`src/rtl/lcd_pkg.sv`:
```
// Shared types and constants for the HD44780-style LCD bus receiver.
package lcd_pkg;

   typedef enum logic [1:0] {S_8BIT, S_HI, S_LO} state_t;

   // Command class masks; the highest set bit selects the command.
   localparam logic [7:0] CMD_CLEAR = 8'h01;
   localparam logic [7:0] CMD_HOME  = 8'h02;
   localparam logic [7:0] CMD_ENTRY = 8'h04;
   localparam logic [7:0] CMD_DISP  = 8'h08;
   localparam logic [7:0] CMD_SHIFT = 8'h10;
   localparam logic [7:0] CMD_FUNC  = 8'h20;
   localparam logic [7:0] CMD_CGRAM = 8'h40;
   localparam logic [7:0] CMD_DDRAM = 8'h80;

   // Visible DDRAM window of a 2x16 panel.
   localparam logic [6:0] LINE1_BASE = 7'h00;
   localparam logic [6:0] LINE2_BASE = 7'h40;
   localparam logic [6:0] LINE_LEN   = 7'd16;

   // Map an address counter value to {hit, buffer index}; hit=0 when off-screen.
   function automatic logic [5:0] ac_to_index(input logic [6:0] ac);
      logic [6:0] off1;
      logic [6:0] off2;
      off1 = ac - LINE1_BASE;
      off2 = ac - LINE2_BASE;
      if (off1 < LINE_LEN)      return {2'b10, off1[3:0]};
      else if (off2 < LINE_LEN) return {2'b11, off2[3:0]};
      else                      return 6'b0;
   endfunction

endpackage

```
`src/rtl/lcd_ddram.sv`:
```
// 32x8 mirror of the visible DDRAM: one write port, one registered read port.
module lcd_ddram (
   input  logic       clk,
   input  logic       rst,
   input  logic       we,
   input  logic [4:0] wr_addr,
   input  logic [7:0] wr_data,
   input  logic [4:0] rd_addr,
   output logic [7:0] rd_data
);

   logic [7:0] mem [32];

   // Storage write; contents are initialised by the clear sweep, not by reset.
   always_ff @(posedge clk) begin
      if (we) mem[wr_addr] <= wr_data;
   end

   // Registered read; a colliding write is seen one cycle later (read-old).
   always_ff @(posedge clk) begin
      if (rst) rd_data <= '0;
      else     rd_data <= mem[rd_addr];
   end

endmodule

```
`src/rtl/lcd_bus_receiver.sv`:
```
// Receiving end of the 4-bit LCD bus: strobe detection, nibble assembly,
// command/data decode and a DDRAM mirror with a clear sweep.
module lcd_bus_receiver
   import lcd_pkg::*;
#(
   parameter int         MIN_E_HIGH = 8,
   parameter int         CNT_W      = 8,
   parameter logic [7:0] CLEAR_CHAR = 8'h20
) (
   input  logic       qzt_clk,
   input  logic       rst,
   input  logic [1:0] lcd_flags,
   input  logic [3:0] lcd_data,
   input  logic [4:0] rd_addr,
   output logic [7:0] rd_data,
   output logic       byte_valid,
   output logic       byte_is_data,
   output logic [7:0] byte_value,
   output logic       mode_4bit,
   output logic       display_on,
   output logic [6:0] cursor_addr,
   output logic       busy,
   output logic       proto_err
);

   localparam logic [CNT_W-1:0] MIN_CNT = MIN_E_HIGH[CNT_W-1:0];

   logic             e_q, rs_q;
   logic [3:0]       d_q;
   logic [CNT_W-1:0] e_cnt;
   state_t           state;
   logic [3:0]       hi_nib;
   logic             hi_rs;
   logic             inc_dec;
   logic [4:0]       sweep_idx;

   logic       strobe, short_pulse, good;
   logic       done, mismatch, apply;
   logic [7:0] cur_byte;
   logic [5:0] ac_map;
   logic       we;
   logic [4:0] wr_addr;
   logic [7:0] wr_data;

   // E falls: e_q still holds the high level, the live input is already low.
   assign strobe      = e_q & ~lcd_flags[0];
   assign short_pulse = e_cnt < MIN_CNT;
   assign good        = strobe & ~short_pulse;
   assign apply       = done & ~busy;
   assign ac_map      = ac_to_index(cursor_addr);

   // Byte assembly for the current strobe; RS/data come from the sampled bus.
   always_comb begin
      done     = 1'b0;
      mismatch = 1'b0;
      cur_byte = {d_q, 4'h0};
      if (good) begin
         case (state)
            S_8BIT: done = 1'b1;
            S_LO: begin
               cur_byte = {hi_nib, d_q};
               if (rs_q != hi_rs) mismatch = 1'b1;
               else               done     = 1'b1;
            end
            default: ;
         endcase
      end
   end

   // DDRAM write port: the clear sweep owns the port while busy.
   always_comb begin
      we      = 1'b0;
      wr_addr = ac_map[4:0];
      wr_data = cur_byte;
      if (busy) begin
         we      = 1'b1;
         wr_addr = sweep_idx;
         wr_data = CLEAR_CHAR;
      end else if (apply && rs_q && ac_map[5]) begin
         we = 1'b1;
      end
   end

   // Bus sampling, E-width counter, framing FSM, decode and clear sweep.
   always_ff @(posedge qzt_clk) begin
      if (rst) begin
         e_q          <= 1'b0;
         rs_q         <= 1'b0;
         d_q          <= '0;
         e_cnt        <= '0;
         state        <= S_8BIT;
         hi_nib       <= '0;
         hi_rs        <= 1'b0;
         inc_dec      <= 1'b1;
         byte_valid   <= 1'b0;
         byte_is_data <= 1'b0;
         byte_value   <= '0;
         mode_4bit    <= 1'b0;
         display_on   <= 1'b0;
         cursor_addr  <= '0;
         proto_err    <= 1'b0;
         busy         <= 1'b1;
         sweep_idx    <= '0;
      end else begin
         e_q   <= lcd_flags[0];
         rs_q  <= lcd_flags[1];
         d_q   <= lcd_data;
         e_cnt <= !lcd_flags[0]            ? '0 :
                  (e_cnt == {CNT_W{1'b1}}) ? e_cnt : e_cnt + 1'b1;

         byte_valid <= done;
         if (done) begin
            byte_value   <= cur_byte;
            byte_is_data <= rs_q;
         end
         if ((strobe && short_pulse) || mismatch || (done && busy))
            proto_err <= 1'b1;

         if (busy) begin
            sweep_idx <= sweep_idx + 5'd1;
            if (sweep_idx == 5'd31) busy <= 1'b0;
         end

         if (good) begin
            case (state)
               S_8BIT: if (d_q == 4'h2) begin
                  state     <= S_HI;
                  mode_4bit <= 1'b1;
               end
               S_HI: begin
                  hi_nib <= d_q;
                  hi_rs  <= rs_q;
                  state  <= S_LO;
               end
               default: state <= S_HI;
            endcase
         end

         // Decode; later assignments here override the framing above.
         if (apply) begin
            if (rs_q)
               cursor_addr <= inc_dec ? cursor_addr + 7'd1 : cursor_addr - 7'd1;
            else if (|(cur_byte & CMD_DDRAM))
               cursor_addr <= cur_byte[6:0];
            else if (|(cur_byte & CMD_CGRAM)) begin
            end else if (|(cur_byte & CMD_FUNC)) begin
               if (cur_byte[4]) begin
                  mode_4bit <= 1'b0;
                  state     <= S_8BIT;
               end
            end else if (|(cur_byte & CMD_SHIFT)) begin
            end else if (|(cur_byte & CMD_DISP))
               display_on <= cur_byte[2];
            else if (|(cur_byte & CMD_ENTRY))
               inc_dec <= cur_byte[1];
            else if (|(cur_byte & CMD_HOME))
               cursor_addr <= '0;
            else if (|(cur_byte & CMD_CLEAR)) begin
               cursor_addr <= '0;
               busy        <= 1'b1;
               sweep_idx   <= '0;
            end
         end
      end
   end

   lcd_ddram u_ddram (
      .clk     (qzt_clk),
      .rst     (rst),
      .we      (we),
      .wr_addr (wr_addr),
      .wr_data (wr_data),
      .rd_addr (rd_addr),
      .rd_data (rd_data)
   );

endmodule

```
`config.mk`:
```
export PLATFORM = sky130hd
export DESIGN_NAME = lcd_bus_receiver
export DESIGN_NICKNAME = d
export VERILOG_FILES = /design/src/rtl/lcd_pkg.sv /design/src/rtl/lcd_ddram.sv /design/src/rtl/lcd_bus_receiver.sv
export SDC_FILE = /design/constraint.sdc
export NUM_CORES = 1
export LEC_CHECK = 0
export BUFFER_PORTS_ARGS = -buffer_cell sky130_fd_sc_hd__buf_2
export CAP_MARGIN = 10
export CELL_PAD_IN_SITES_DETAIL_PLACEMENT = 1
export CELL_PAD_IN_SITES_GLOBAL_PLACEMENT = 2
export CORE_ASPECT_RATIO = 0.5
export CORE_MARGIN = 5
export CORE_UTILIZATION = 46
export DETAILED_ROUTE_END_ITERATION = 16
export HOLD_SLACK_MARGIN = 0.05
export PLACE_DENSITY_LB_ADDON = 0.15
export SLEW_MARGIN = 20
export SYNTH_ARGS = -nofsm -noshare
export SYNTH_HDL_FRONTEND = slang
export SYNTH_SLANG_ARGS = --single-unit
```
`constraint.sdc`:
```
create_clock -name qzt_clk -period 2.9 [get_ports qzt_clk]
set_input_delay 0 -clock qzt_clk [delete_from_list [all_inputs] [get_ports qzt_clk]]
set_output_delay 0 -clock qzt_clk [all_outputs]
set_load 0.005 [all_outputs]
```
==> flow_summary.toml <==
[run_status]
status = "complete, no violations"

[logic_synthesis]
synthesis.area_mm2 = 0.01255
yosysTopAreaCellShare = 0.6124
synth-xor-area-share = 0.007675
yosysMostFrequentCell = "edfxtp_1"
async_flop_share = 0
synthFlopType = "edfxtp_1"
post_synth.cell_area_avg_um2 = 16.80
yosysSeqAreaShare = 0.7018
synthSimpleGateAreaFrac = 0.07476
ys_seq_elements = 312
ys_top_cells_by_area = "edfxtp_1 (61%), mux4_2 (11%), dfxtp_1 (8.9%), nor2_1 (2.3%), a221oi_1 (1.2%)"
yosys.area.top_type = "edfxtp_1"
synth_cell_types = 69
synthAdderAreaFrac = 0.009569
synth_top_family_by_area = "multiplexers"
netlist_instances = 747
synth-compound-area-share = 0.06649
synth_fp_nets = 769
synth_mux_area_frac = 0.1236
synth_commonest_cells = "edfxtp_1 (256), nor2_1 (78), mux4_2 (64)"
synth-edff-count = 256
yosysWarnings = 0

[worst_hold_path]
hold_class = "input pin to flip-flop"

[setup_path]
crit_path_cell_trace = "nand4bb_4 -> a211oi_1 -> a2111oi_4 -> or2_1 -> o311a_1"
cp_slowest_stage_delay_ns = 0.69
worst-path-stages = 5
rr_endpoint = "cursor_addr[3]$_SDFFE_PP0P_"
cp-end-kind = "flip-flop"
worstPathRequired_ns = 3.35
crit_arrival_ns = 2.81
r2r_cells = 5
r2r-start = "state[1]$_SDFF_PP0_"
path_buf_inv = 0
crit_type = "flip-flop to flip-flop"
crit_path_end = "cursor_addr[3]$_SDFFE_PP0P_"
path_delay_family = "compound AO/OA/AOI/OAI gates"
start_kind = "flip-flop"
crit_start = "state[1]$_SDFF_PP0_"
critPathSlowestCell = "a211oi_1"
cp_max_fo = 8
r2r_slack_ns = 0.55

[placement]
dp.cells = 1162
dp_hpwl_um = 19660
placed_area_mm2 = 0.01351
portBuffers = 41
gp_congestion = 0.7668

[global_route]
grt_max_degree = 37
grt_pass1_wl_um = 46000
antenna_found_initial = 0
grt_pass1_vias = 7546
grt-ovfl-total = 0
grt_util_all_layers = 0.1947

[clock_network]
cts_tree = "done"
cts_buffers = 28
post_cts_buffers = 0
cts.clk_slew.worst_paths_ns = 0.07
ctsLongestPathBuffers = 3
cts.sinks = 312
clk_latency_ns = 0.57
root_buffer = "clkbuf_16"
htree_levels = 1

[route]
ant_nets = 0
dr.pass1.iters = 5
viasPerCell = 5.857
num_vias = 7186
drt_iter0_markers = 611
routedWlPerCell_um = 24.36
drc_errors = 0
routed_wl_um = 29890

[timing]
period_share = 0.8113
finalHoldViolations = 0
worst_slew_pin_slew_ns = 0.7902
skew_ns = 0.01075
drv_slew = 0
relSlewSlack = 0.4700
period_needed_ns = 2.353
tns_ns = 0
fmax_mhz = 425.0
rsz0062_at_grt = "false"
setup-violations-final = 0

[flow_run]
maxCapViolations = 0

[floorplanning]
io_pins = 42
initial_core_util = 0.4711
num_rows = 42
fp.coreArea_mm2 = 0.02664
dieHeight_um = 126.8
die_area_mm2 = 0.03089
dieWidth_um = 243.6

[power_and_ir_drop]
p_leak_nw = 5.394
power.density_mw_per_mm2 = 617.6
p_total_mw = 9.010
max-vdd-ir-drop_mv = 0.3912

[layout]
fin_cells = 1227
utilization = 0.5476
num-nets-final = 875
areaGrowthSynthToFinish_pct = 16.23
drive_gt1_frac = 0.2583
diodes = 0
stdcell_area_mm2 = 0.01459
## routing by layer
| layer | share of wire | wire (um) | up-vias | track usage |
|---|---|---|---|---|
| met5 | 0 | 0 | - | 0 |
| met4 | 0.017 | 507 | 0 | 0.03646 |
| met3 | 0.048 | 1421 | 38 | 0.03174 |
| met2 | 0.46 | 13690 | 160 | 0.3069 |
| met1 | 0.48 | 14270 | 3775 | 0.2930 |
| li1 | - | - | 3213 | - |
## registers in the layout (all words and copies together) (netlist names)
signal	count
cursor_addr	7
byte_value	8
inc_dec	1
e_q	1
e_cnt	8
rs_q	1
display_on	1
u_ddram.rd_data	8
sweep_idx	5
u_ddram.mem	256
state	2
d_q	4
byte_is_data	1
hi_rs	1
mode_4bit	1
busy	1
proto_err	1
byte_valid	1
hi_nib	4
## area by class of cell
type	count	area, um2
multi-input cells	390	3556
clock inverters	12	168.9
fillers	2482	12050
clock buffers	40	775.7
well taps	352	440.4
repair buffers	114	813.3
inverters	7	26.28
flip-flops and latches	312	8808
## stage by stage
stage	hold WS (ns)	worst slack, ns
floorplan	0.1282	0.5163
global placement	0.2099	0.6071
detailed placement	0.2155	0.5494
CTS	0.1958	0.5262
global route	0.2265	0.3709
finish	0.2353	0.5472
## how the worst min path moves through the flow
stage / from / to / slack [ns] / cells after the start
4_1_cts: rd_addr[3] / u_ddram.rd_data[0]$_SDFF_PP0_ / 0.20 / 5
5_1_grt: rd_addr[3] / u_ddram.rd_data[0]$_SDFF_PP0_ / 0.23 / 5
3_3_place_gp: lcd_data[0] / d_q[0]$_SDFF_PP0_ / 0.21 / 2
2_1_floorplan: lcd_data[0] / d_q[0]$_SDFF_PP0_ / 0.13 / 1
6_report: rd_addr[3] / u_ddram.rd_data[0]$_SDFF_PP0_ / 0.24 / 5
3_5_place_dp: lcd_data[0] / d_q[0]$_SDFF_PP0_ / 0.22 / 2
## where the power goes
group          switching (mW)  internal [mW]
sequential             0.0239           4.83
combinational           0.203          0.147
clock                    1.65           2.15
total                    1.88           7.13
## repair_timing
action,4_1_cts,5_1_grt
hold buffers,13,0
resized for setup,0,0
endpoints found under the hold margin,52,0
## worst min-delay path, cell delays in order
cell and delay [ns]:
buf_2 0.12, nor2b_1 0.11, buf_4 0.26, a221oi_1 0.13, o22ai_1 0.12
## kinds of logic (layout without fill, tap and decap cells)
| kind of cell | Yosys count | after routing |
|---|---|---|
| AO/OA/AOI/OAI | 107 | 107 |
| XOR/XNOR | 11 | 11 |
| adder cells (fa/ha/maj) | 9 | 9 |
| buffers and inverters | 45 | 173 |
| flip-flops | 312 | 312 |
| multiplexers | 75 | 75 |
| AND/OR/NAND/NOR | 188 | 188 |
## cell usage in the layout, fill, tap and decap left out, drive strengths merged, types with 15 or more instances in the layout
cell type	n
a21oi	16
a221oi	17
a22o	17
buf	101
clkbuf	40
dfxtp	56
edfxtp	256
mux4	64
nand2	24
nand3	19
nor2	78
nor3	15
No activity file was read; power rests on OpenSTA's default activity.
